==> src/rtl/uart_buffered_loopback_if.sv <==
// uart_buffered_loopback_if: serial lines, per-frame configuration and status of the buffered UART echo engine
interface uart_buffered_loopback_if #(
  parameter int CLOCK_DIVIDER_WIDTH = 7,
  parameter int FIFO_DEPTH = 16
);
  localparam int CW = $clog2(FIFO_DEPTH + 1);
  logic serial_i;
  logic serial_o;
  logic [CLOCK_DIVIDER_WIDTH-1:0] clock_divider_i;
  logic two_stop_bits_i;
  logic parity_bit_i;
  logic parity_even_i;
  logic echo_enable_i;
  logic clear_errors_i;
  logic [CW-1:0] fifo_count_o;
  logic write_busy_o;
  logic overrun_o;
  logic frame_error_o;
  logic parity_error_o;
  modport master (
    output serial_i, clock_divider_i, two_stop_bits_i, parity_bit_i, parity_even_i,
           echo_enable_i, clear_errors_i,
    input serial_o, fifo_count_o, write_busy_o, overrun_o, frame_error_o, parity_error_o
  );
  modport slave (
    input serial_i, clock_divider_i, two_stop_bits_i, parity_bit_i, parity_even_i,
          echo_enable_i, clear_errors_i,
    output serial_o, fifo_count_o, write_busy_o, overrun_o, frame_error_o, parity_error_o
  );
endinterface

==> src/rtl/uart_buffered_loopback.sv <==
// uart_buffered_loopback: UART receiver feeding a FIFO that is re-serialised by a UART transmitter
module uart_buffered_loopback #(
  parameter int DATA_WIDTH = 8,
  parameter int CLOCK_DIVIDER_WIDTH = 7,
  parameter int FIFO_DEPTH = 16,
  parameter int SYNC_STAGES = 2
) (
  input logic clock_i,
  input logic reset_i,
  uart_buffered_loopback_if.slave bus
);
  localparam int DW = DATA_WIDTH;
  localparam int CDW = CLOCK_DIVIDER_WIDTH;
  localparam int CW = $clog2(FIFO_DEPTH + 1);
  localparam int AW = $clog2(FIFO_DEPTH);
  localparam int BW = $clog2(DW);

  typedef enum logic [2:0] {R_IDLE, R_START, R_DATA, R_PARITY, R_STOP} rx_state_t;
  typedef enum logic [2:0] {T_IDLE, T_START, T_DATA, T_PARITY, T_STOP1, T_STOP2} tx_state_t;

  logic [SYNC_STAGES-1:0] sync_q, sync_d;
  logic rx_line;
  rx_state_t rx_state_q, rx_state_d;
  logic [CDW-1:0] rx_cnt_q, rx_cnt_d, rx_div_q, rx_div_d;
  logic rx_par_en_q, rx_par_en_d, rx_even_q, rx_even_d, rx_par_q, rx_par_d, rx_valid_q, rx_valid_d;
  logic [BW-1:0] rx_bit_q, rx_bit_d;
  logic [DW-1:0] rx_data_q, rx_data_d;
  logic frame_set, parity_set;

  logic [DW-1:0] mem_q [FIFO_DEPTH];
  logic [AW-1:0] wr_q, wr_d, rd_q, rd_d;
  logic [CW-1:0] count_q, count_d;
  logic push_req, push, pop, full, overrun_set;

  tx_state_t tx_state_q, tx_state_d;
  logic [CDW-1:0] tx_cnt_q, tx_cnt_d, tx_div_q, tx_div_d;
  logic tx_two_q, tx_two_d, tx_par_en_q, tx_par_en_d, tx_par_q, tx_par_d, serial_q, serial_d;
  logic [BW-1:0] tx_bit_q, tx_bit_d;
  logic [DW-1:0] tx_shift_q, tx_shift_d, pop_data;
  logic busy_q, busy_d, overrun_q, overrun_d, frame_q, frame_d, parity_q, parity_d;

  assign rx_line = sync_q[SYNC_STAGES-1];
  assign pop_data = mem_q[rd_q];

  // Shift the asynchronous line through the synchroniser chain
  always_comb sync_d = {sync_q[SYNC_STAGES-2:0], bus.serial_i};

  // Receiver: mid-bit sampling, config captured at start-bit detection
  always_comb begin
    rx_state_d = rx_state_q;
    rx_cnt_d = rx_cnt_q;
    rx_div_d = rx_div_q;
    rx_par_en_d = rx_par_en_q;
    rx_even_d = rx_even_q;
    rx_par_d = rx_par_q;
    rx_bit_d = rx_bit_q;
    rx_data_d = rx_data_q;
    rx_valid_d = 1'b0;
    frame_set = 1'b0;
    parity_set = 1'b0;
    if (rx_state_q != R_IDLE && rx_cnt_q != '0) rx_cnt_d = rx_cnt_q - 1'b1;
    else
      case (rx_state_q)
        R_IDLE: if (!rx_line) begin
          rx_cnt_d = bus.clock_divider_i >> 1;
          rx_div_d = bus.clock_divider_i;
          rx_par_en_d = bus.parity_bit_i;
          rx_even_d = bus.parity_even_i;
          rx_state_d = R_START;
        end
        R_START: begin
          rx_cnt_d = rx_div_q;
          rx_bit_d = '0;
          rx_state_d = rx_line ? R_IDLE : R_DATA;
        end
        R_DATA: begin
          rx_data_d = {rx_line, rx_data_q[DW-1:1]};
          rx_cnt_d = rx_div_q;
          rx_bit_d = rx_bit_q + 1'b1;
          if (rx_bit_q == BW'(DW - 1)) rx_state_d = rx_par_en_q ? R_PARITY : R_STOP;
        end
        R_PARITY: begin
          rx_par_d = rx_line;
          rx_cnt_d = rx_div_q;
          rx_state_d = R_STOP;
        end
        R_STOP: begin
          frame_set = !rx_line;
          parity_set = rx_line && rx_par_en_q && (rx_par_q != (rx_even_q ? ^rx_data_q : ~^rx_data_q));
          rx_valid_d = rx_line && !parity_set;
          rx_state_d = R_IDLE;
        end
        default: rx_state_d = R_IDLE;
      endcase
  end

  // FIFO bookkeeping: a push into a full FIFO survives only if a pop frees a slot
  always_comb begin
    push_req = rx_valid_q && bus.echo_enable_i;
    pop = (tx_state_q == T_IDLE) && (count_q != '0);
    full = count_q == CW'(FIFO_DEPTH);
    push = push_req && (!full || pop);
    overrun_set = push_req && !push;
    count_d = count_q + CW'(push) - CW'(pop);
    wr_d = wr_q + AW'(push);
    rd_d = rd_q + AW'(pop);
  end

  // Transmitter: config captured at pop, idle state forces exactly one idle clock between frames
  always_comb begin
    tx_state_d = tx_state_q;
    tx_cnt_d = tx_cnt_q;
    tx_div_d = tx_div_q;
    tx_two_d = tx_two_q;
    tx_par_en_d = tx_par_en_q;
    tx_par_d = tx_par_q;
    tx_bit_d = tx_bit_q;
    tx_shift_d = tx_shift_q;
    serial_d = serial_q;
    if (tx_state_q == T_IDLE) begin
      serial_d = 1'b1;
      if (pop) begin
        tx_div_d = bus.clock_divider_i;
        tx_cnt_d = bus.clock_divider_i;
        tx_two_d = bus.two_stop_bits_i;
        tx_par_en_d = bus.parity_bit_i;
        tx_par_d = bus.parity_even_i ? ^pop_data : ~^pop_data;
        tx_shift_d = pop_data;
        serial_d = 1'b0;
        tx_state_d = T_START;
      end
    end else if (tx_cnt_q != '0) tx_cnt_d = tx_cnt_q - 1'b1;
    else begin
      tx_cnt_d = tx_div_q;
      case (tx_state_q)
        T_START: begin
          serial_d = tx_shift_q[0];
          tx_bit_d = '0;
          tx_state_d = T_DATA;
        end
        T_DATA: if (tx_bit_q == BW'(DW - 1)) begin
          serial_d = tx_par_en_q ? tx_par_q : 1'b1;
          tx_state_d = tx_par_en_q ? T_PARITY : T_STOP1;
        end else begin
          serial_d = tx_shift_q[1];
          tx_shift_d = tx_shift_q >> 1;
          tx_bit_d = tx_bit_q + 1'b1;
        end
        T_PARITY: begin
          serial_d = 1'b1;
          tx_state_d = T_STOP1;
        end
        T_STOP1: tx_state_d = tx_two_q ? T_STOP2 : T_IDLE;
        default: tx_state_d = T_IDLE;
      endcase
    end
  end

  // Registered status; a set outranks a simultaneous clear
  always_comb begin
    busy_d = (tx_state_d != T_IDLE) || (count_d != '0);
    overrun_d = overrun_set || (overrun_q && !bus.clear_errors_i);
    frame_d = frame_set || (frame_q && !bus.clear_errors_i);
    parity_d = parity_set || (parity_q && !bus.clear_errors_i);
  end

  // FIFO storage needs no reset; occupancy is tracked by the pointers
  always_ff @(posedge clock_i) if (push) mem_q[wr_q] <= rx_data_q;

  // State registers; reset forces the TX line idle immediately
  always_ff @(posedge clock_i or posedge reset_i)
    if (reset_i) begin
      sync_q <= '1;
      rx_state_q <= R_IDLE;
      rx_cnt_q <= '0;
      rx_div_q <= '0;
      rx_par_en_q <= 1'b0;
      rx_even_q <= 1'b0;
      rx_par_q <= 1'b0;
      rx_bit_q <= '0;
      rx_data_q <= '0;
      rx_valid_q <= 1'b0;
      wr_q <= '0;
      rd_q <= '0;
      count_q <= '0;
      tx_state_q <= T_IDLE;
      tx_cnt_q <= '0;
      tx_div_q <= '0;
      tx_two_q <= 1'b0;
      tx_par_en_q <= 1'b0;
      tx_par_q <= 1'b0;
      tx_bit_q <= '0;
      tx_shift_q <= '0;
      serial_q <= 1'b1;
      busy_q <= 1'b0;
      overrun_q <= 1'b0;
      frame_q <= 1'b0;
      parity_q <= 1'b0;
    end else begin
      sync_q <= sync_d;
      rx_state_q <= rx_state_d;
      rx_cnt_q <= rx_cnt_d;
      rx_div_q <= rx_div_d;
      rx_par_en_q <= rx_par_en_d;
      rx_even_q <= rx_even_d;
      rx_par_q <= rx_par_d;
      rx_bit_q <= rx_bit_d;
      rx_data_q <= rx_data_d;
      rx_valid_q <= rx_valid_d;
      wr_q <= wr_d;
      rd_q <= rd_d;
      count_q <= count_d;
      tx_state_q <= tx_state_d;
      tx_cnt_q <= tx_cnt_d;
      tx_div_q <= tx_div_d;
      tx_two_q <= tx_two_d;
      tx_par_en_q <= tx_par_en_d;
      tx_par_q <= tx_par_d;
      tx_bit_q <= tx_bit_d;
      tx_shift_q <= tx_shift_d;
      serial_q <= serial_d;
      busy_q <= busy_d;
      overrun_q <= overrun_d;
      frame_q <= frame_d;
      parity_q <= parity_d;
    end

  assign bus.serial_o = serial_q;
  assign bus.fifo_count_o = count_q;
  assign bus.write_busy_o = busy_q;
  assign bus.overrun_o = overrun_q;
  assign bus.frame_error_o = frame_q;
  assign bus.parity_error_o = parity_q;
endmodule

==> src/flat_wrapper.sv <==
// flat-port wrapper written by rule: the top's interface ports become plain ports
module uart_buffered_loopback_flat 
#(
  parameter int DATA_WIDTH = 8,
  parameter int CLOCK_DIVIDER_WIDTH = 7,
  parameter int FIFO_DEPTH = 16,
  parameter int SYNC_STAGES = 2
)
  (clock_i, reset_i, bus_serial_i, bus_clock_divider_i, bus_two_stop_bits_i, bus_parity_bit_i, bus_parity_even_i, bus_echo_enable_i, bus_clear_errors_i, bus_serial_o, bus_fifo_count_o, bus_write_busy_o, bus_overrun_o, bus_frame_error_o, bus_parity_error_o);
  uart_buffered_loopback_if #(.CLOCK_DIVIDER_WIDTH(CLOCK_DIVIDER_WIDTH), .FIFO_DEPTH(FIFO_DEPTH)) bus_i ();
  input logic clock_i;
  input logic reset_i;
  input wire logic [$bits(bus_i.serial_i)-1:0] bus_serial_i;
  input wire logic [$bits(bus_i.clock_divider_i)-1:0] bus_clock_divider_i;
  input wire logic [$bits(bus_i.two_stop_bits_i)-1:0] bus_two_stop_bits_i;
  input wire logic [$bits(bus_i.parity_bit_i)-1:0] bus_parity_bit_i;
  input wire logic [$bits(bus_i.parity_even_i)-1:0] bus_parity_even_i;
  input wire logic [$bits(bus_i.echo_enable_i)-1:0] bus_echo_enable_i;
  input wire logic [$bits(bus_i.clear_errors_i)-1:0] bus_clear_errors_i;
  output wire logic [$bits(bus_i.serial_o)-1:0] bus_serial_o;
  output wire logic [$bits(bus_i.fifo_count_o)-1:0] bus_fifo_count_o;
  output wire logic [$bits(bus_i.write_busy_o)-1:0] bus_write_busy_o;
  output wire logic [$bits(bus_i.overrun_o)-1:0] bus_overrun_o;
  output wire logic [$bits(bus_i.frame_error_o)-1:0] bus_frame_error_o;
  output wire logic [$bits(bus_i.parity_error_o)-1:0] bus_parity_error_o;
  assign bus_i.serial_i = bus_serial_i;
  assign bus_i.clock_divider_i = bus_clock_divider_i;
  assign bus_i.two_stop_bits_i = bus_two_stop_bits_i;
  assign bus_i.parity_bit_i = bus_parity_bit_i;
  assign bus_i.parity_even_i = bus_parity_even_i;
  assign bus_i.echo_enable_i = bus_echo_enable_i;
  assign bus_i.clear_errors_i = bus_clear_errors_i;
  assign bus_serial_o = bus_i.serial_o;
  assign bus_fifo_count_o = bus_i.fifo_count_o;
  assign bus_write_busy_o = bus_i.write_busy_o;
  assign bus_overrun_o = bus_i.overrun_o;
  assign bus_frame_error_o = bus_i.frame_error_o;
  assign bus_parity_error_o = bus_i.parity_error_o;
  uart_buffered_loopback #(.DATA_WIDTH(DATA_WIDTH), .CLOCK_DIVIDER_WIDTH(CLOCK_DIVIDER_WIDTH), .FIFO_DEPTH(FIFO_DEPTH), .SYNC_STAGES(SYNC_STAGES)) u_core (.clock_i(clock_i), .reset_i(reset_i), .bus(bus_i));
endmodule
==> config.mk <==
export PLATFORM = sky130hd
export DESIGN_NAME = uart_buffered_loopback_flat
export DESIGN_NICKNAME = d
export VERILOG_FILES = /design/src/rtl/uart_buffered_loopback_if.sv /design/src/rtl/uart_buffered_loopback.sv /design/src/flat_wrapper.sv
export SDC_FILE = /design/constraint.sdc
export NUM_CORES = 1
export LEC_CHECK = 0
export BUFFER_PORTS_ARGS = -buffer_cell sky130_fd_sc_hd__buf_2
export CAP_MARGIN = 20
export CORE_MARGIN = 3
export CORE_UTILIZATION = 50
export DETAILED_ROUTE_END_ITERATION = 12
export GPL_TIMING_DRIVEN = 0
export PLACE_DENSITY = 0.66
export SYNTH_ARGS = -nofsm -noshare
export SYNTH_HDL_FRONTEND = slang
export SYNTH_SLANG_ARGS = --single-unit
export TNS_END_PERCENT = 20
==> constraint.sdc <==
create_clock -name clock_i -period 6.31 [get_ports clock_i]
set_input_delay 0.631 -clock clock_i [delete_from_list [all_inputs] [get_ports clock_i]]
set_output_delay 0.631 -clock clock_i [all_outputs]
set_load 0.01 [all_outputs]
# Word level (Yosys, flattened, before mapping)
# Memories as Yosys holds them, arrays and structs flattened.
# Cells that the tools add are included.
# classes
n_addsub	8
mul	0
div_mod_pow	0
n_lt_le_gt_ge	0
n_eq_ne	19
shift	0
n_mux	42
bitwise	4
n_reduce_logical	49
# op_table
cell	n
$mux W8	5
$mux W7	5
$mux W3	10
$pmux W3 S4	2
$reduce_xnor A8 Y1	2
$reduce_xor A8 Y1	2
$mux W1	15
$pmux W7 S2	1
$reduce_bool A7 Y1	2
$sub A7 B1 Y7 const B	2
$eq A3 B2 Y1 const B	4
$eq A3 B3 Y1 const B	4
$pmux W3 S2	2
$reduce_and A2 Y1	6
$logic_and A1 B1 Y1	11
$reduce_bool A5 Y1	2
$reduce_bool A3 Y1	3
$add A4 B1 Y4	2
$ne A2 B1 Y1 const B	4
$reduce_and A4 Y1	2
$add A3 B1 Y3 const B	2
$eq A3 B1 Y1 const B	2
$logic_not A3 Y1	2
$reduce_and A3 Y1	2
14 further kinds	28
# totals
reg_bits	83
latchBits	0
ram_bits	128
rom_bits	0
out_inout_bits	10
elab_cells	149
n_memories	1
# memory_table
name	words	width	rd	rd_ports_with_merged_regs	wr	line_no	rtl
u_core.mem_q	16	8	1	0	1	uart_buffered_loopback.sv:30	logic [DW-1:0] mem_q [FIFO_DEPTH];

# Logic depth before layout (Yosys ltp)
# depth
ltp_word	8
mapped_depth	16
mapped_depth_nobuf	14

# Worst setup path before layout
# No wires, ideal clock.
# synth_timing
path_type	reg-to-reg
startpoint	register u_core.count_q[3], in the netlist u_core.bus.fifo_count_o[3]
endpoint	register u_core.busy_q, in the netlist u_core.bus.write_busy_o
t_arrival_ns	3.625
required_time_ns	6.171
setup_slack_ns	2.547
path_stages_with_launch	17
path_buffers	2
period_less_slack_ns	3.763
path_cell_list	dfrtp_1 > inv_1 > ha_1 > nor4b_1 > clkbuf_1 > nor2_1 > buf_6 > ha_1 > inv_1 > ha_1 > fa_1 > a21oi_1 > nor2_1 > nor2_1 > xnor2_1 > or4_1 > or4b_1
# synth_via
elab_chain_len	8
word_cells_on_any_way	13
classes_between	2 x add/sub; 1 x eq/ne; 2 x mux; 8 x reduce/logical
# synth_rtl
item	line_no	rtl
start, declared	uart_buffered_loopback.sv:32	logic [CW-1:0] count_q, count_d;
start signal, assigned	uart_buffered_loopback.sv:212	count_q <= count_d;
$eq A5 B5 Y1 / $reduce_bool A5 Y1 (equally long branches)	uart_buffered_loopback.sv:101, uart_buffered_loopback.sv:100	
$logic_not A1 Y1 / $logic_and A1 B1 Y1 (equally long branches)	uart_buffered_loopback.sv:102, uart_buffered_loopback.sv:100	
$logic_or A1 B1 Y1	uart_buffered_loopback.sv:102	push = push_req && (!full || pop);
$logic_and A1 B1 Y1	uart_buffered_loopback.sv:102	
$add A5 B1 Y5	uart_buffered_loopback.sv:104	count_d = count_q + CW'(push) - CW'(pop);
$sub A5 B1 Y5 (*)	uart_buffered_loopback.sv:104	
net u_core.count_d[4]	uart_buffered_loopback.sv:32	
$reduce_bool A5 Y1 (*)	uart_buffered_loopback.sv:161	busy_d = (tx_state_d != T_IDLE) || (count_d != '0);
$logic_or A1 B1 Y1 (*)	uart_buffered_loopback.sv:161	
net u_core.busy_d	uart_buffered_loopback.sv:40	logic busy_q, busy_d, overrun_q, overrun_d, frame_q, frame_d, parity_q, parity_d;
end signal, assigned	uart_buffered_loopback.sv:222	busy_q <= busy_d;
end, declared	uart_buffered_loopback.sv:40	
# Mark *: on every way through the listed nets, which the timed path passes. The rest lies on a longest branch.
# A chain may end at the register's enable or synchronous reset.

# Worst setup path in the final report
# Same ends and word-level chain as after synthesis.

==> impl_metrics.env <==
export IMPL_edff_count_synth=128
export IMPL_critPathKind="flop to flop"
export IMPL_initial_core_util_pct=51.1
export IMPL_post_synth_xor_area_fraction_pct=2.91
export IMPL_cts_max_level=1
export IMPL_ys_flop_type="edfxtp_1"
export IMPL_first_pass_grt_wire_length_um=29400
export IMPL_area_growth_synth_to_final_pct=12.6
export IMPL_numClockSinks=211
export IMPL_clock_tree_buffer_depth=3
export IMPL_yosys_top_cells_area="edfxtp_1, dfrtp_1, mux4_1, mux4_2, mux2_2"
export IMPL_floorplan_core_area_mm2=0.0181
export IMPL_viasPerCell=5.74
export IMPL_port_buffers=24
export IMPL_element_type_at_the_critical_path_end="flop"
export IMPL_synth_top_cell_by_area="edfxtp_1"
export IMPL_grt_antenna_before_repair=0
export IMPL_die_y_um=142
export IMPL_relative_slew_slack_pct=39.0
export IMPL_postCtsSetupBuffers=0
export IMPL_num_rows=49
export IMPL_post_synth_top_area_fraction_pct=41.6
export IMPL_maxCapViolCount=0
export IMPL_timing_clock_skew_ns=0.0108
export IMPL_timing_final_max_slew_violations=0
export IMPL_design_final_nets=703
export IMPL_cts_root_buf="clkbuf_16"
export IMPL_grt_setup_unrepaired="false"
export IMPL_critPathArrivalTime_ns=4.67
export IMPL_drc=0
export IMPL_drt_wirelength_per_cell_um=20.0
export IMPL_holdCritPathClass="input port to asynchronous set/reset pin"
export IMPL_tritoncts="yes"
export IMPL_hpwlAfterDp_um=12500
export IMPL_cts_hold_fix_buffers=0
export IMPL_overall_routed_net_length_um=18400
export IMPL_firstDrtPassIters=5
export IMPL_postCtsResizedCells=0
export IMPL_vias_in_the_first_global_route=5463
export IMPL_total_leakage_power_nw=3.95
export IMPL_crit_path_top_delay_cell="clkbuf_1"
export IMPL_setup_viol=0
export IMPL_layout_worst_path_cycle_share_pct=68.0
export IMPL_yosysSeqAreaShare_pct=64.1
export IMPL_instances_no_fill=917
export IMPL_place_detailed_instances=875
export IMPL_cp_start_kind="flop"
export IMPL_place_congestion=0.818
export IMPL_synth_async_sr_flop_share_pct=39.3
export IMPL_clkTransAtPathRegs_ns=0.06
export IMPL_postSynthCellCount=617
export IMPL_cts_made_buffers=23
export IMPL_synth_cell_type_count=61
export IMPL_worstSkewPairLatency_ns=0.51
export IMPL_timing_hold_violations_final=0
export IMPL_fmax_ghz=0.233
export IMPL_finalSetupTns_ns=0
export IMPL_drtAntennaViolNets=0
export IMPL_antenna_cells_inserted=0
export IMPL_critPathMaxFanout=11
export IMPL_globalRouteOverflowTotal=0
export IMPL_synth_fa_ha_area_share_pct=2.38
export IMPL_final_period_minus_worst_setup_slack_ns=4.29
export IMPL_ir_drop_worst_case_vdd_mv=0.262
export IMPL_synth_simple_gate_area_share_pct=7.54
export IMPL_path_delay_family="simple AND/OR/NAND/NOR gates"
export IMPL_synth_area_mux_share_pct=14.2
export IMPL_synth_cell_area_mm2=0.00924
export IMPL_synth_compound_gate_area_share_pct=5.86
export IMPL_outcome="finished, final reports clean"
export IMPL_total_power_divided_by_cell_area_mw_per_mm2=400
export IMPL_num_io_pins=25
export IMPL_gr_usage_all_layers_pct=18.7
export IMPL_fp_dieArea_mm2=0.0201
export IMPL_post_route_cells_drive_above_1_share_pct=17.7
export IMPL_synth_seq_cells=211
export IMPL_detailroute_via_count=5262
export IMPL_grt_max_degree=70
export IMPL_chipWidth_um=142
export IMPL_crit_path_max_incr_delay_ns=0.50
export IMPL_crit_chain="inv_1 -> ha_1 -> nor4b_1 -> clkbuf_1 -> nor2_1 -> buf_6 -> ha_1 -> inv_1 -> ha_1 -> fa_1 -> a21oi_1 -> nor2_1 -> nor2_1 -> xnor2_1 -> or4_1 -> or4b_1"
export IMPL_worstPathRequired_ns=6.69
export IMPL_worst_slew_pin_slew_ns=0.912
export IMPL_setup_slack_ns=2.02
export IMPL_yosys_warnings=0
export IMPL_dp_slack_ns=2.00
export IMPL_combinational_family_with_the_most_area_after_synthesis="multiplexers"
export IMPL_syn_nets=649
export IMPL_detail_route_iter0_violations=409
export IMPL_postSynthAreaPerCell_um2=15.0
export IMPL_critical_path_n_buffers_inverters=4
==> worst reg2reg max path: stages, from the launching register on <==
cell	delay, ns
dfrtp_1	0.39
inv_1	0.08
ha_1	0.16
nor4b_1	0.24
clkbuf_1	0.50
nor2_1	0.32
buf_6	0.24
ha_1	0.28
inv_1	0.04
ha_1	0.19
fa_1	0.41
a21oi_1	0.15
nor2_1	0.05
nor2_1	0.11
xnor2_1	0.12
or4_1	0.41
or4b_1	0.47
==> routing by layer <==
layer	track usage, %	routed length, um
met5	0	0
met4	4.90	445
met3	3.06	934
met2	31.7	9090
met1	25.5	7890
==> placed cells by master, fill, tap and decap left out, drive strengths merged, types with 2 or more instances in the layout <==
cell type  instances
edfxtp           128
nand2             45
nor4               2
xnor3              3
o22ai              5
nor2              34
nor3              11
dfstp              3
nand2b             4
nand3             14
mux2i             14
dfrtp             80
a21oi             12
ha                16
a31oi              6
xnor2             17
mux4              36
nor3b              3
o211ai             5
or4                2
nand3b             4
inv               23
o21ai             42
or3b               2
xor2               5
nor4b              2
clkinv            13
nand4              3
a211oi             3
clkbuf            51
mux2              26
o22a               2
buf               38
nor2b              8
o31a               2
or3                5
a22oi              4
==> flip-flops by register name (all words and copies together), names as in the netlist, 2 cells and up <==
| register | count |
|---|---|
| u_core.rx_cnt_q | 7 |
| u_core.rx_data_q | 8 |
| u_core.bus.fifo_count_o | 5 |
| u_core.tx_state_q | 3 |
| u_core.rx_state_q | 3 |
| u_core.mem_q | 128 |
| u_core.tx_div_q | 7 |
| u_core.rx_div_q | 7 |
| u_core.tx_cnt_q | 7 |
| u_core.wr_q | 4 |
| u_core.tx_bit_q | 3 |
| u_core.rx_bit_q | 3 |
| u_core.sync_q | 2 |
| u_core.tx_shift_q | 8 |
| u_core.rd_q | 4 |
==> logic make-up after synthesis <==
logic type | count (synthesis)
DFF | 211
and+or+nand+nor | 143
AOI/OAI and AO/OA | 90
muxes | 76
buffers and inverters | 55
xor gates and xnor gates | 25
adders and majority gates | 17
==> path summary, 6_finish.rpt <==
kind                                                           start                           endpoint  slack (ns)  cells after the start
worst max-delay path            u_core.bus.fifo_count_o[3]$_DFF_PP0_  u_core.bus.write_busy_o$_DFF_PP0_        2.02                     16
worst min-delay path                                         reset_i     u_core.rx_bit_q[2]$_DFFE_PP0P_        0.04                      2
worst max register to register  u_core.bus.fifo_count_o[3]$_DFF_PP0_  u_core.bus.write_busy_o$_DFF_PP0_        2.02                     16
worst min register to register            u_core.sync_q[0]$_DFF_PP1_         u_core.sync_q[1]$_DFF_PP1_        0.35                      0
max in group asynchronous                                    reset_i    u_core.bus.serial_o$_DFFE_PP1P_        5.63                      3
min in group clock_i                                    bus_serial_i         u_core.sync_q[0]$_DFF_PP1_        0.22                      1
==> through the flow <==
| step | instance area [um^2] | utilization (%) | total power, mW | hold WS, ns |
|---|---|---|---|---|
| after global routing | 10400 | 57.5 | 4.39 | 0.0428 |
| after detailed placement | 9710 | 53.7 | 2.96 | 0.347 |
| after global placement | 9650 | 53.3 | 2.89 | 0.346 |
| after CTS | 10400 | 57.5 | 4.20 | 0.0269 |
| final | 10400 | 57.5 | 4.16 | 0.0439 |
| after floorplan | 9240 | - | 2.65 | 0.345 |
==> cell type report <==
cell class	count	area [um^2]
flip-flops and latches	211	5920
well taps	229	287
inverters	22	85.1
fillers	1412	7680
multi-input cells	351	3040
clock buffers	27	591
repair buffers	29	178
plain buffers	33	196
clock inverters	15	108
==> Yosys cell counts (12+ instances only) <==
cell and n:
ha_1 16, edfxtp_1 128, dfrtp_1 80, a21oi_1 12, mux4_1 17, mux4_2 19
nand3_1 14, inv_1 22, o21ai_0 42, clkbuf_1 23, nor2_1 33, mux2_2 25
mux2i_1 14, xnor2_1 16, nand2_1 45
==> power by group <==
group | internal, mW | leakage, nW | total (mW) | switching [mW]
logic | 0.562 | 1.40 | 1.15 | 0.586
registers | 1.64 | 2.20 | 1.77 | 0.137
clock network | 0.713 | 0.349 | 1.24 | 0.524
total | 2.91 | 3.95 | 4.16 | 1.25
(Power assumes the default switching activity.)
